<file path="config.mk">
export PLATFORM = sky130hd
export DESIGN_NAME = id_stage
export DESIGN_NICKNAME = d
export VERILOG_FILES = /design/src/rtl/id_stage_pkg.sv /design/src/rtl/id_regfile.sv /design/src/rtl/id_stage.sv
export SDC_FILE = /design/constraint.sdc
export NUM_CORES = 2
export LEC_CHECK = 0
export ABC_CLOCK_PERIOD_IN_PS = 4000
export BUFFER_PORTS_ARGS = -buffer_cell sky130_fd_sc_hd__buf_2
export CAP_MARGIN = 10
export CORE_MARGIN = 3
export CORE_UTILIZATION = 58
export CTS_CLUSTER_DIAMETER = 80
export DETAILED_ROUTE_END_ITERATION = 10
export PLACE_DENSITY = 0.8
export SYNTH_ARGS = -nofsm -noshare
export SYNTH_HDL_FRONTEND = slang
export SYNTH_SLANG_ARGS = --single-unit
</file>
<file path="constraint.sdc">
create_clock -name clk -period 4 [get_ports clk]
set_clock_uncertainty 0.2 [all_clocks]
set_input_delay 0.6 -clock clk [delete_from_list [all_inputs] [get_ports clk]]
set_output_delay 0.6 -clock clk [all_outputs]
set_load 0.03 [all_outputs]
</file>
<file path="src/rtl/id_stage_pkg.sv">
// Shared opcode constants, ALU encodings and the control-decode helper for the RV32I ID stage.
package id_stage_pkg;

    localparam logic [6:0] OPC_OP     = 7'b0110011;
    localparam logic [6:0] OPC_OP_IMM = 7'b0010011;
    localparam logic [6:0] OPC_LOAD   = 7'b0000011;
    localparam logic [6:0] OPC_STORE  = 7'b0100011;
    localparam logic [6:0] OPC_BRANCH = 7'b1100011;
    localparam logic [6:0] OPC_JAL    = 7'b1101111;
    localparam logic [6:0] OPC_JALR   = 7'b1100111;
    localparam logic [6:0] OPC_LUI    = 7'b0110111;
    localparam logic [6:0] OPC_AUIPC  = 7'b0010111;

    localparam logic [3:0] ALU_ADD = 4'b0000;
    localparam logic [3:0] ALU_SUB = 4'b1000;

    localparam logic [2:0] F3_SRX = 3'b101;

    typedef enum logic [2:0] {
        IMM_NONE,
        IMM_I,
        IMM_S,
        IMM_B,
        IMM_U,
        IMM_J
    } imm_fmt_e;

    typedef struct packed {
        logic     write_reg;
        logic     mem_write;
        logic     mem_read;
        logic     src_immd;
        logic     branch;
        imm_fmt_e fmt;
    } ctrl_t;

    // Unknown opcodes fall through to an all-zero bubble.
    function automatic ctrl_t decode_ctrl(input logic [6:0] opc);
        ctrl_t c;
        c = '0;
        case (opc)
            OPC_OP: begin
                c.write_reg = 1'b1;
            end
            OPC_OP_IMM, OPC_JALR: begin
                c.write_reg = 1'b1;
                c.src_immd  = 1'b1;
                c.fmt       = IMM_I;
            end
            OPC_LOAD: begin
                c.write_reg = 1'b1;
                c.mem_read  = 1'b1;
                c.src_immd  = 1'b1;
                c.fmt       = IMM_I;
            end
            OPC_STORE: begin
                c.mem_write = 1'b1;
                c.src_immd  = 1'b1;
                c.fmt       = IMM_S;
            end
            OPC_BRANCH: begin
                c.branch = 1'b1;
                c.fmt    = IMM_B;
            end
            OPC_JAL: begin
                c.write_reg = 1'b1;
                c.src_immd  = 1'b1;
                c.fmt       = IMM_J;
            end
            OPC_LUI, OPC_AUIPC: begin
                c.write_reg = 1'b1;
                c.src_immd  = 1'b1;
                c.fmt       = IMM_U;
            end
            default: c = '0;
        endcase
        return c;
    endfunction

endpackage

</file>
<file path="src/rtl/id_regfile.sv">
// Architectural register file: two combinational read ports with write-through bypass,
// one write port, asynchronous active-low clear. x0 always reads zero.
module id_regfile
    import id_stage_pkg::*;
#(
    parameter int WORD_SIZE = 32,
    parameter int NUM_REGS  = 32,
    parameter int REG_SEL   = $clog2(NUM_REGS)
) (
    input  logic                 clk,
    input  logic                 rst,
    input  logic                 we_i,
    input  logic [REG_SEL-1:0]   wsel_i,
    input  logic [WORD_SIZE-1:0] wdata_i,
    input  logic [REG_SEL-1:0]   rsel1_i,
    input  logic [REG_SEL-1:0]   rsel2_i,
    output logic [WORD_SIZE-1:0] rdata1_o,
    output logic [WORD_SIZE-1:0] rdata2_o
);

    logic [WORD_SIZE-1:0] mem_q [NUM_REGS];
    logic [WORD_SIZE-1:0] mem_d [NUM_REGS];
    logic                 wr_en;

    assign wr_en = we_i && (wsel_i != '0);

    always_comb begin
        for (int i = 0; i < NUM_REGS; i++) begin
            mem_d[i] = mem_q[i];
        end
        if (wr_en) begin
            mem_d[wsel_i] = wdata_i;
        end
    end

    always_ff @(posedge clk or negedge rst) begin
        if (!rst) begin
            for (int i = 0; i < NUM_REGS; i++) begin
                mem_q[i] <= '0;
            end
        end else begin
            for (int i = 0; i < NUM_REGS; i++) begin
                mem_q[i] <= mem_d[i];
            end
        end
    end

    // Reads are forced to zero while reset is held so a bypassed write cannot leak through.
    always_comb begin
        rdata1_o = '0;
        if (rst && (rsel1_i != '0)) begin
            rdata1_o = (wr_en && (wsel_i == rsel1_i)) ? wdata_i : mem_q[rsel1_i];
        end
    end

    always_comb begin
        rdata2_o = '0;
        if (rst && (rsel2_i != '0)) begin
            rdata2_o = (wr_en && (wsel_i == rsel2_i)) ? wdata_i : mem_q[rsel2_i];
        end
    end

endmodule

</file>
<file path="src/rtl/id_stage.sv">
// RV32I instruction-decode stage: register file reads, immediate generation and
// control decode, all combinational from the IF/ID instruction word.
module id_stage
    import id_stage_pkg::*;
#(
    parameter int WORD_SIZE = 32,
    parameter int NUM_REGS  = 32,
    parameter int REG_SEL   = $clog2(NUM_REGS)
) (
    input  logic                 clk,
    input  logic                 rst,
    input  logic [WORD_SIZE-1:0] instr,
    input  logic                 reg_write,
    input  logic [WORD_SIZE-1:0] rd_data,
    input  logic [REG_SEL-1:0]   rd_select,
    output logic [WORD_SIZE-1:0] immd,
    output logic [WORD_SIZE-1:0] data1,
    output logic [WORD_SIZE-1:0] data2,
    output logic [3:0]           alu_op,
    output logic [REG_SEL-1:0]   destination,
    output logic                 write_reg,
    output logic                 mem_write,
    output logic                 mem_read,
    output logic                 src_immd,
    output logic                 branch
);

    logic [6:0]         opcode;
    logic [2:0]         funct3;
    logic               funct7_b5;
    ctrl_t              ctrl;
    logic signed [31:0] imm32;

    assign opcode    = instr[6:0];
    assign funct3    = instr[14:12];
    assign funct7_b5 = instr[30];
    assign ctrl      = decode_ctrl(opcode);

    id_regfile #(
        .WORD_SIZE (WORD_SIZE),
        .NUM_REGS  (NUM_REGS),
        .REG_SEL   (REG_SEL)
    ) u_regfile (
        .clk       (clk),
        .rst       (rst),
        .we_i      (reg_write),
        .wsel_i    (rd_select),
        .wdata_i   (rd_data),
        .rsel1_i   (REG_SEL'(instr[19:15])),
        .rsel2_i   (REG_SEL'(instr[24:20])),
        .rdata1_o  (data1),
        .rdata2_o  (data2)
    );

    // Immediates are assembled in 32 bits, then sign-extended to the datapath width.
    always_comb begin
        imm32 = '0;
        case (ctrl.fmt)
            IMM_I:   imm32 = {{20{instr[31]}}, instr[31:20]};
            IMM_S:   imm32 = {{20{instr[31]}}, instr[31:25], instr[11:7]};
            IMM_B:   imm32 = {{20{instr[31]}}, instr[7], instr[30:25], instr[11:8], 1'b0};
            IMM_U:   imm32 = {instr[31:12], 12'b0};
            IMM_J:   imm32 = {{12{instr[31]}}, instr[19:12], instr[20], instr[30:21], 1'b0};
            default: imm32 = '0;
        endcase
    end

    assign immd = WORD_SIZE'(imm32);

    // Only shifts use bit 30 on OP-IMM; elsewhere it is part of the immediate.
    always_comb begin
        alu_op = ALU_ADD;
        case (opcode)
            OPC_OP:     alu_op = {funct7_b5, funct3};
            OPC_OP_IMM: alu_op = (funct3 == F3_SRX) ? {funct7_b5, funct3} : {1'b0, funct3};
            OPC_BRANCH: alu_op = ALU_SUB;
            default:    alu_op = ALU_ADD;
        endcase
    end

    assign write_reg   = ctrl.write_reg;
    assign mem_write   = ctrl.mem_write;
    assign mem_read    = ctrl.mem_read;
    assign src_immd    = ctrl.src_immd;
    assign branch      = ctrl.branch;
    assign destination = ctrl.write_reg ? REG_SEL'(instr[11:7]) : '0;

endmodule

</file>
==> results.md <==
STA:
- In the final timing run, aggregate negative setup slack is 0 ns.
- Setup repair after global routing left no endpoint under its margin.
- The maximum clock rate is 0.2506 GHz.
- The number of pins exceeding their max-slew limit in the final report is 0.
- The number of hold-slack violations in the final timing report is 0.
- Measured against its own limit, the worst slew margin works out to 14.69%.
- Setup violations remaining at the end of the flow were counted as 0.
- At the pin with the least slew margin, the transition time is 1.277 ns.
- The final critical path takes up 99.75% of the cycle.
- The smallest hold slack is 0.1923 ns.
- Subtracting the final worst setup slack from the clock period gives 3.990 ns.
- In the post-route analysis, the smallest setup slack over all paths is 0.01001 ns.

Synthesis:
- The async set or reset register ratio after synthesis is 100.0%.
- Counting distinct cell types in the post-synthesis netlist gives 63.
- The flip-flop and latch count after synthesis is 1024.
- The synthesized design spends more area on one cell type than any other, namely sky130_fd_sc_hd__dfrtp_1.
- The Yosys step of the flow raised 0 warnings.
- After synthesis, the largest area contributor takes up 46.34% of total cell area.
- The post-synth net total is 3904.
- Ranked by instance count, the synthesized netlist is headed by sky130_fd_sc_hd__dfrtp_1, sky130_fd_sc_hd__mux2_2, sky130_fd_sc_hd__mux4_2.
- The mean instance size in the synthesized netlist is 14.43 um2.
- The number of flops mapped to enable cells by yosys is 0.
- Summing the sequential cell areas from Yosys gives 46.34% of the chip area.
- The synthesized netlist occupies a cell area of 55300 um2.
- For this run, the leading register cell type out of synthesis is sky130_fd_sc_hd__dfrtp_1.
- The number of standard cells after synthesis is 3832.
- By area the synthesized netlist is led by sky130_fd_sc_hd__dfrtp_1, sky130_fd_sc_hd__mux2_2, sky130_fd_sc_hd__mux4_2, sky130_fd_sc_hd__mux2i_1, sky130_fd_sc_hd__clkbuf_1.
- Yosys instantiated no cell more often than sky130_fd_sc_hd__dfrtp_1.

Floorplanning:
- The core region is 93890 um2.
- The initial cell density of the core is 58.90%.
- The number of top-level design ports is 182.
- The width of the chip is 314.8 um.
- The site row count is 112.
- The die footprint is 99080 um2.
- Measured along the y axis, the die boundary spans 314.8 um.

Routing:
- The detail route stage leaves a number of antenna-violating nets equal to 0.
- For this run, design rule violations remaining after detail routing come to 0.
- The count of TritonRoute iterations in the first routing pass is 5.
- The routed length per instance is 32.83 um.
- After detailed routing, the number of vias per cell comes to 7.345.
- The detailed router finished its first iteration with 4806 violations.
- Summing over every cut layer, the via total after detailed routing is 38160.
- Summed over all layers, the routed wires come to 170.6 mm.

Setup path:
- The worst setup path is captured at an output pin.
- The path depth of the worst reg2reg path is 1.
- The required time at the endpoint of the critical path is 3.20 ns.
- The worst setup path is of the input port to output pin kind.
- The critical path arrival is 3.19 ns.
- The kind of launch point of the worst setup path is an input port.
- The largest driver fanout on the critical path is 11.

Placed design:
- In this run the tool buffered the top-level ports with 181 buffer cells.
- Timing analysis after detailed placement gives a worst setup slack of 0.1793 ns.
- The placed instance count is 4996.
- The wire-length estimate of the detail-placed layout is 102.9 mm.
- The cell area after placement is 58110 um2.
- At the end of routability-driven placement, the weighted congestion stood at 0.8866.

Cells and area:
- The storage element area is 25620 um2.
- The final design area excluding fillers is 61940 um2.
- The largest registers in the layout are u_regfile.mem_q x1024.
- The number of non-filler instances in the completed layout is 5196.
- The final net count is 3924.
- The area occupied by multi-input gates is 27870 um2.
- u_regfile.mem_q holds more flip-flops than any other register.
- The post-route netlist has 51.37% of its cells at a drive strength greater than 1.
- Fill cells in the final layout number 6393.
- The register with the most flip-flops in the layout has 1024 of them.
- Compared with the post-synthesis result, the final layout area differs by 12.01%.

CTS:
- For the worst-skew pair, the clock arrives at the later sink with an insertion delay of 0.69 ns.
- Counting along the longest clock path gives a buffer depth of 3.
- The clock slew at the register clock pins of the worst setup and hold paths is 0.06 ns.
- The TritonCTS sink count is 1024.
- Buffers inserted during clock tree synthesis total 107.
- The cell sitting at the root of the clock tree is a sky130_fd_sc_hd__clkbuf_16.
- The number of H-tree levels is 3.
- The CTS tree is done.

Power:
- Dividing total power by cell area gives a power density of 496.7 nW/um2.
- The analysis attributes to cell leakage a power of 27.27 nW.
- The peak supply drop is 0.4170 mV.

Global routing:
- The total overflow left after global routing is 0.
- The initial antenna violation count is 6.
- For this run, global-route usage on met3 was measured as 9.341%.
- The busiest layer in global routing is met2.
- The global-route wire length before repair is 254.0 mm.
- The number of global-route vias before repair came to 38900.
- The largest net degree at the start of global routing is 175.
- The global-route met2 utilization is 52.40%.
- Global routing consumed, over all layers together, 34.48% of the routing resources.
- The met1 track demand over resource in global routing is 46.98%.

Flow run:
- Across the run, the number of max-cap violations was 0.

Min path:
- The depth of the worst hold-timing path is 0.
- The tightest min-delay check is of the flop to flop type.

Run status:
- The run finished with clean final reports.
## what timing repair did
| item | 4_1_cts | 5_1_grt |
|---|---|---|
| resized for setup | 0 | 0 |
| hold buffers | 1 | 0 |
| buffers inserted | 0 | 0 |
| hold endpoints to repair | 188 | 0 |
## kinds of logic after synthesis
group           share of synthesized area [%]
flops                                   46.34
compound gates                          5.365
xor+xnor                               0.1584
buf+inv                                 3.629
mux                                     41.27
simple gates                            3.240
## cell type report
cell class,count,area share [%]
flip-flops and latches,1024,41.37
repair buffers,358,4.923
clock buffers,153,5.109
inverters,2,0.01616
clock inverters,42,1.040
multi-input cells,2359,44.99
diodes,4,0.01616
well taps,1254,2.533
## metrics by stage
step           util (%)  total power, mW
2_1_floorplan         -            18.08
3_3_place_gp      61.89            19.61
3_5_place_dp      61.89            19.99
4_1_cts           65.96            30.70
5_1_grt           65.96            31.83
6_report          65.97            30.76
## layout by cell type (no fill, tap or decap), drive strengths merged, types with 11 or more instances in the layout
cell type and instances:
a211oi 59, a21o 21, a21oi 29, a221o 14, a22oi 35, a32o 56, and2 43, buf 357
bufinv 15, clkbuf 153, clkinv 22, dfrtp 1024, mux2 1012, mux2i 149, mux4 441, nand2 136
nand2b 23, nand3 30, nor2 37, nor2b 16, nor3 36, o211ai 17, o21ai 11, o221ai 32
o22ai 86
## worst max-delay path, cell delays in order
cell and delay (ns):
sky130_fd_sc_hd__buf_2 0.26, sky130_fd_sc_hd__buf_12 0.18, sky130_fd_sc_hd__buf_4 0.24, sky130_fd_sc_hd__nand2b_2 0.47, sky130_fd_sc_hd__buf_4 0.39, sky130_fd_sc_hd__a211oi_1 0.11
sky130_fd_sc_hd__nor3_1 0.39, sky130_fd_sc_hd__a32o_1 0.30, sky130_fd_sc_hd__buf_2 0.23
## power breakdown
part,internal (mW),switching [mW],total [mW]
Combinational,3.60,2.58,6.18
Sequential,12.3,1.51,13.8
Clock,6.46,4.30,10.8
Total,22.4,8.38,30.8
## per-layer routing
layer  vias to the layer above  wire, um
li1                      14860         -
met4                         4      8360
met1                     20170     63940
met2                      2569     78360
met3                       565     19870
met5                         -        31
## final timing paths
check	start	end	slack, ns
min in group asynchronous	rst	u_regfile.mem_q[896]$_DFFE_PN0P_	0.49
max in group asynchronous	rst	u_regfile.mem_q[167]$_DFFE_PN0P_	1.10
min reg2reg	u_regfile.mem_q[996]$_DFFE_PN0P_	u_regfile.mem_q[996]$_DFFE_PN0P_	0.19
max reg2reg	u_regfile.mem_q[732]$_DFFE_PN0P_	u_regfile.mem_q[732]$_DFFE_PN0P_	2.95
max	instr[18]	data1[21]	0.01
min	u_regfile.mem_q[996]$_DFFE_PN0P_	u_regfile.mem_q[996]$_DFFE_PN0P_	0.19
Note: power is estimated with default switching activity, not from simulation.
